==> src/rtl/hazard_ctrl.sv <==
// Pipeline sequencer for the 5-stage core: load-use interlock, branch flush,
// data-memory wait with timeout, and saturating stall/flush/wait event counters.
module hazard_ctrl #(
    parameter int REG_NUM_BITWIDTH = 5,
    parameter int CNT_WIDTH        = 16,
    parameter int MEM_TIMEOUT      = 15
) (
    input  logic                        clk,
    input  logic                        rst,
    input  logic [REG_NUM_BITWIDTH-1:0] id_rs1,
    input  logic [REG_NUM_BITWIDTH-1:0] id_rs2,
    input  logic                        id_use_rs1,
    input  logic                        id_use_rs2,
    input  logic                        ex_memRead,
    input  logic [REG_NUM_BITWIDTH-1:0] ex_rd,
    input  logic                        mem_branch_taken,
    input  logic                        mem_req,
    input  logic                        mem_ready,
    output logic                        pc_write,
    output logic                        if_id_write,
    output logic                        if_id_flush,
    output logic                        id_ex_doNOP,
    output logic                        ex_mem_flush,
    output logic                        pipe_hold,
    output logic                        mem_timeout_err,
    output logic [CNT_WIDTH-1:0]        stall_cnt,
    output logic [CNT_WIDTH-1:0]        flush_cnt,
    output logic [CNT_WIDTH-1:0]        wait_cnt
);

    typedef enum logic [1:0] {RUN, MEM_WAIT, ERR_DRAIN} state_t;

    localparam logic [7:0]           TIMEOUT_V = MEM_TIMEOUT[7:0];
    localparam logic [CNT_WIDTH-1:0] CNT_ONE   = {{(CNT_WIDTH-1){1'b0}}, 1'b1};

    state_t               r_state;
    logic [7:0]           r_timer;
    logic                 r_err;
    logic [CNT_WIDTH-1:0] r_stall_cnt;
    logic [CNT_WIDTH-1:0] r_flush_cnt;
    logic [CNT_WIDTH-1:0] r_wait_cnt;

    logic       w_load_use;
    logic       w_mem_stall;
    logic       w_stall_evt;
    logic       w_flush_evt;
    logic       w_wait_evt;
    logic [7:0] w_timer_next;

    assign w_load_use = ex_memRead && (ex_rd != '0) &&
                        ((id_use_rs1 && (ex_rd == id_rs1)) ||
                         (id_use_rs2 && (ex_rd == id_rs2)));
    assign w_mem_stall  = mem_req && !mem_ready;
    assign w_timer_next = r_timer + 8'd1;

    always_comb begin
        pc_write     = 1'b1;
        if_id_write  = 1'b1;
        if_id_flush  = 1'b0;
        id_ex_doNOP  = 1'b0;
        ex_mem_flush = 1'b0;
        pipe_hold    = 1'b0;
        w_stall_evt  = 1'b0;
        w_flush_evt  = 1'b0;
        w_wait_evt   = 1'b0;

        // RUN and a completing MEM_WAIT share the branch/load-use priority chain
        if ((r_state == ERR_DRAIN) || (r_state == MEM_WAIT && !mem_ready) ||
            (r_state == RUN && w_mem_stall)) begin
            if (r_state == ERR_DRAIN) begin
                pc_write     = 1'b0;
                if_id_write  = 1'b0;
                if_id_flush  = 1'b1;
                id_ex_doNOP  = 1'b1;
                ex_mem_flush = 1'b1;
            end else begin
                pc_write    = 1'b0;
                if_id_write = 1'b0;
                pipe_hold   = 1'b1;
                w_wait_evt  = 1'b1;
            end
        end else if (mem_branch_taken) begin
            if_id_write  = 1'b0;
            if_id_flush  = 1'b1;
            id_ex_doNOP  = 1'b1;
            ex_mem_flush = 1'b1;
            w_flush_evt  = 1'b1;
        end else if (w_load_use) begin
            pc_write    = 1'b0;
            if_id_write = 1'b0;
            id_ex_doNOP = 1'b1;
            w_stall_evt = 1'b1;
        end

        if (rst) begin
            pc_write     = 1'b0;
            if_id_write  = 1'b0;
            if_id_flush  = 1'b0;
            id_ex_doNOP  = 1'b1;
            ex_mem_flush = 1'b0;
            pipe_hold    = 1'b0;
        end
    end

    always_ff @(posedge clk or posedge rst) begin
        if (rst) begin
            r_state     <= RUN;
            r_timer     <= '0;
            r_err       <= 1'b0;
            r_stall_cnt <= '0;
            r_flush_cnt <= '0;
            r_wait_cnt  <= '0;
        end else begin
            case (r_state)
                RUN: begin
                    if (w_mem_stall) begin
                        r_state <= MEM_WAIT;
                        r_timer <= 8'd1;
                    end
                end
                MEM_WAIT: begin
                    if (mem_ready) begin
                        r_state <= RUN;
                    end else begin
                        r_timer <= w_timer_next;
                        if (w_timer_next >= TIMEOUT_V) begin
                            r_err   <= 1'b1;
                            r_state <= ERR_DRAIN;
                        end
                    end
                end
                default: r_state <= RUN;
            endcase

            if (w_stall_evt && (r_stall_cnt != '1)) r_stall_cnt <= r_stall_cnt + CNT_ONE;
            if (w_flush_evt && (r_flush_cnt != '1)) r_flush_cnt <= r_flush_cnt + CNT_ONE;
            if (w_wait_evt  && (r_wait_cnt  != '1)) r_wait_cnt  <= r_wait_cnt  + CNT_ONE;
        end
    end

    assign mem_timeout_err = r_err;
    assign stall_cnt       = r_stall_cnt;
    assign flush_cnt       = r_flush_cnt;
    assign wait_cnt        = r_wait_cnt;

endmodule

==> config.mk <==
export PLATFORM = sky130hd
export DESIGN_NAME = hazard_ctrl
export DESIGN_NICKNAME = d
export VERILOG_FILES = /design/src/rtl/hazard_ctrl.sv
export SDC_FILE = /design/constraint.sdc
export NUM_CORES = 1
export LEC_CHECK = 0
export ABC_AREA = 1
export CORE_ASPECT_RATIO = 0.7
export CORE_UTILIZATION = 51
export DETAILED_ROUTE_END_ITERATION = 10
export PLACE_DENSITY = 0.92
export SLEW_MARGIN = 25
export SYNTH_ARGS = -nofsm -noshare
export SYNTH_HDL_FRONTEND = slang
export SYNTH_SLANG_ARGS = --single-unit
==> constraint.sdc <==
create_clock -name clk -period 2.51 [get_ports clk]
set_clock_uncertainty 0.05 [all_clocks]
set_input_delay 0.251 -clock clk [delete_from_list [all_inputs] [get_ports clk]]
set_output_delay 0.251 -clock clk [all_outputs]
set_load 0.02 [all_outputs]
# After elaboration in Yosys (flattened, before gate mapping)
# Cells that the tools add are included.
# word_totals
word_cells	70
out_inout_bits	55
reg_bits	59
inputBits	23
# classes
eq_ne	10
reduce_logical	20
n_addsub	4
bitwise	1
n_lt_le_gt_ge	1
mux	28
# op_table
op	count
$add 16x1->16 const B	3
$ne 16x16->1 const B	3
$mux 1	21
$mux 8	2
$pmux 8 s2	1
$eq 5x5->1	2
$logic_and 1x1->1	10
$add 8x1->8 const B	1
$ge 8x4->1 const B	1
$mux 2	3
$reduce_and 3->1	2
$reduce_bool 5->1	1
$ne 2x2->1 const B	2
$pmux 2 s2	1
$logic_or 1x1->1	3
$ne 3x2->1 const B	1
$eq 2x1->1 const B	1
$eq 2x2->1 const B	1
$logic_not 2->1	1
$reduce_and 2->1	1
$reduce_bool 2->1	1
$logic_not 1->1	1
$not 1->1	1

# Longest topological paths before layout
# depth
word_depth	8
ltp_mapped	11
mapped_depth_nobuf	11

# Least setup slack after synthesis
# OpenSTA, ideal clock, no wires.
# synth_path
kind	in2out
startpoint	in rst
endpoint	out id_ex_doNOP
cell_stages	2
setup_slack_ps	211
path_buffers	0
t_required_ps	2209
t_arrival_ps	1998
path_cell_list	inv_1 nand3_1
# synth_via
elab_chain_cells	1
# synth_rtl
item	line_no	text
start, declared	9	input logic rst,
$mux 1	95	if (rst) begin
end, declared	22	output logic id_ex_doNOP,
# Every way passes these cells.

# Worst setup path in the final report
# layout_path
startpoint	reg r_state[0]
endpoint	out if_id_flush
# layout_via
elab_chain_cells	6
elab_cells_between_ends	10
classes_between	eq/ne: 2; mux: 3; reduce/logical: 5
# layout_rtl
item	line_no	text
start, declared	36	state_t r_state;
start signal, assigned	107	r_state <= RUN;
start signal, assigned	117	r_state <= MEM_WAIT;
start signal, assigned	123	r_state <= RUN;
$eq 2x1->1	68	if ((r_state == ERR_DRAIN) || (r_state == MEM_WAIT && !mem_ready) ||
$logic_and 1x1->1	68	
$logic_or 1x1->1 (2 in series)	68	
$mux 1 (*)	68	
$mux 1 (*)	95	
end, declared	21	output logic if_id_flush,
# Every way passes the cells marked *; elsewhere a longest branch is shown, timed or not.

==> run summary <==
IO Pins: 78
switching share of power: 33.01%
worst-margin pin slew: 737.1 ps
post-DP HPWL: 6.179 mm
final worst setup slack: 111.6 ps
Hold Path Origin: mem_timeout_err
largest net degree at the start of global routing: 60
ys async rst share: 100.0%
GPL Wtd Cong: 0.8801
max-slew violation count: 0
DIE WIDTH: 102.0 um
clk sinks: 59
mapped cell area: 3573 sq um
NumNets Final: 569
status: finished clean
final setup vio count: 0
hold_buf cts: 0
H-tree level count: 3
worst path cell trace: o21ai_4 -> nand2_4 -> nor2_4 -> inv_1 -> a21oi_1 -> clkdlybuf4s50_1
global-route wire length before repair: 14.40 mm
Comb power frac: 26.8%
setup bufs post-CTS: 0
ratio of cells with drive above 1 in the final layout: 8.640%
Max Cap Viol: 0
Power Dens Cells: 610.2 nW/um^2
IO Port Bufs: 77
Detailed Route Iter0 Violations: 171
Worst-path clk slew: 60 ps
Post-synth EDFFs: 0
met2 Use GR: 41.46%
vias per inst: 5.150
core area: 6756 sq um
RSZ-0062 raised after global routing: false
die area: 7351 sq um
DR vias: 3286
max_slew headroom: 50.86%
critical path's slowest cell: clkdlybuf4s50_1
ANT nets after route: 0
capturing element type of the critical path: primary output
# DRC: 0
Post-Syn Nets: 484
DR WL/cell: 12.94 um
Peak Freq: 416.9 MHz
clock period minus worst slack: 2398 ps
root buf cell: clkbuf_8
CP startpoint kind: register
met1 usage: 32.46%
cells after synthesis: 456
Reg power frac: 43.6%
Starting Density: 52.89%
Antenna Cells: 0
Yosys cell types: 32
GRT met3 Usage: 6.166%
Power Internal: 1887 uW
Hold Crit Class: register to register
Critical Path Start: r_state[0]
GR peak layer: met2
GR Util All Layers: 25.03%
worst path required time: 2210 ps
CP arrival: 2100 ps
Max FO, Critical Path: 4
Synth warnings: 0
slowest stage delay, CP: 650 ps
vias in the first global route: 3207
peak supply drop: 0.4882 mV
Top FF cell, synth: dfrtp_1
CTS max path bufs: 2
CTS tree: built
Final Hold Vio Count: 0
CP top delay family: buffers and inverters
First-pass DRT Iterations: 5
sequential area share after synthesis: 41.32%
Crit Path Class: register to primary output
P_leak: 0.002348 uW
Layout area overhead: 29.20%
std cell rows: 25
Psw: 929.9 uW
Buf/Inv on CP: 2
initial antenna violation count: 0
setup TNS: 0 ps
Clock Power Share: 29.7%
Routed WL: 8.258 mm
Congestion Overflow GR: 0
Num CTS Buffers: 9
Mean Syn Cell Area: 7.836 sq um
Die H: 72.04 um
worst slack, placed: 41.90 ps
Seq cells post-synth: 59
clk_lat worst skew: 340 ps
share of the clock period used by the worst path: 95.55%
FF-to-FF Start: r_state[1]
## power by group through the flow
stage          clock, uW  combinational [uW]  sequential [uW]
6_report             836                 754             1230
5_1_grt              891                 819             1240
4_1_cts              847                 757             1230
3_5_place_dp           0                 751             1240
3_3_place_gp           0                 722             1230
2_1_floorplan          0                 312             1330
## synth_stat cells (6+ instances only)
| library cell | instances | area [sq um] |
|---|---|---|
| nand2_1 | 112 | 420.4 |
| inv_1 | 71 | 266.5 |
| dfrtp_1 | 59 | 1476 |
| nand3_1 | 44 | 220.2 |
| nor2_1 | 40 | 150.1 |
| xor2_1 | 26 | 227.7 |
| o21bai_1 | 16 | 120.1 |
| xnor2_1 | 12 | 105.1 |
| nand4_1 | 11 | 68.82 |
| o21ai_0 | 10 | 50.05 |
| nor3_1 | 9 | 45.04 |
| inv_2 | 6 | 22.52 |
## routing by layer
metal | wire (um) | part of all wire, % | vias up
met5 | 0 | 0 | -
met4 | 98 | 1.2 | 0
met3 | 404 | 4.9 | 12
met2 | 4012 | 49 | 89
met1 | 3742 | 45 | 1584
li1 | - | - | 1601
## per-stage QoR
stage	std cells	hold WS (ps)	total power [uW]	util, %	cell area [sq um]
2_1_floorplan	456	346.3	1642	-	3573
3_3_place_gp	624	400.9	1952	65.57	4431
3_5_place_dp	624	397.8	1990	65.57	4431
4_1_cts	638	414.9	2832	68.26	4612
5_1_grt	638	459.8	2953	68.33	4617
6_report	638	407.2	2817	68.33	4617
## worst reg2reg max path, stage by stage, from the launching register on
cell	delay, ps
dfrtp_1	400
nor2_2	230
o21ai_4	100
buf_4	160
inv_1	170
nand2_2	220
inv_1	250
nand4_1	170
xnor2_1	150
## final timing paths
kind                                        end  slack (ps)  depth (start not counted)
worst max-delay path                if_id_flush         110                          6
worst min-delay path            mem_timeout_err         410                          2
worst max register to register     wait_cnt[14]         500                          8
worst min register to register  mem_timeout_err         410                          2
max in group asynchronous         stall_cnt[12]        1370                          3
min in group asynchronous            r_timer[0]         560                          3
## area by class of cell
class / instances / area (sq um)
multi-input cells: 314 / 1755
clock inverters: 3 / 40.04
clock buffers: 11 / 141.4
fillers: 545 / 2140
flip-flops and latches: 59 / 1476
well taps: 94 / 117.6
inverters: 78 / 295.3
repair buffers: 79 / 790.8
## sequential cells by signal, summed over array words and instances (netlist names)
name	count
r_state	2
mem_timeout_err	1
wait_cnt	16
r_timer	8
stall_cnt	16
flush_cnt	16
## timing repair
item	4_1_cts	5_1_grt
gates resized for setup	0	2
hold endpoints to repair	0	0
endpoints found under the setup margin	0	2
## cells in the final DEF, fill, tap and decap left out
cell type	instances
nor2_1	40
xor2_1	26
nor2_2	3
nand3_4	1
nand4_4	1
o31ai_1	1
dlymetal6s2s_1	2
a22o_2	1
o21ai_0	10
inv_4	1
clkinv_2	2
nand2_4	3
clkdlybuf4s50_1	75
a21oi_1	1
clkbuf_8	10
o21bai_1	16
nand3_2	2
dfrtp_1	59
nand4_1	11
buf_4	2
nand2_1	112
nand3_1	44
xnor2_1	12
clkbuf_1	1
nor2_4	3
bufinv_16	1
nor3_1	9
nor3_2	3
nand2_2	5
a32o_1	1
o21ai_1	2
o21ai_4	1
inv_2	7
nor2_8	1
inv_1	70
ha_1	5
## cell families after synthesis
| kind of cell | Yosys count | share of synthesized area, % |
|---|---|---|
| flip-flops | 59 | 41.32 |
| XOR/XNOR | 38 | 9.314 |
| buffers and inverters | 83 | 9.559 |
| adder cells (fa/ha/maj) | 5 | 1.751 |
| AO/OA/AOI/OAI | 33 | 6.408 |
| AND/OR/NAND/NOR | 238 | 31.65 |
Power figures use the tool's default switching activity.
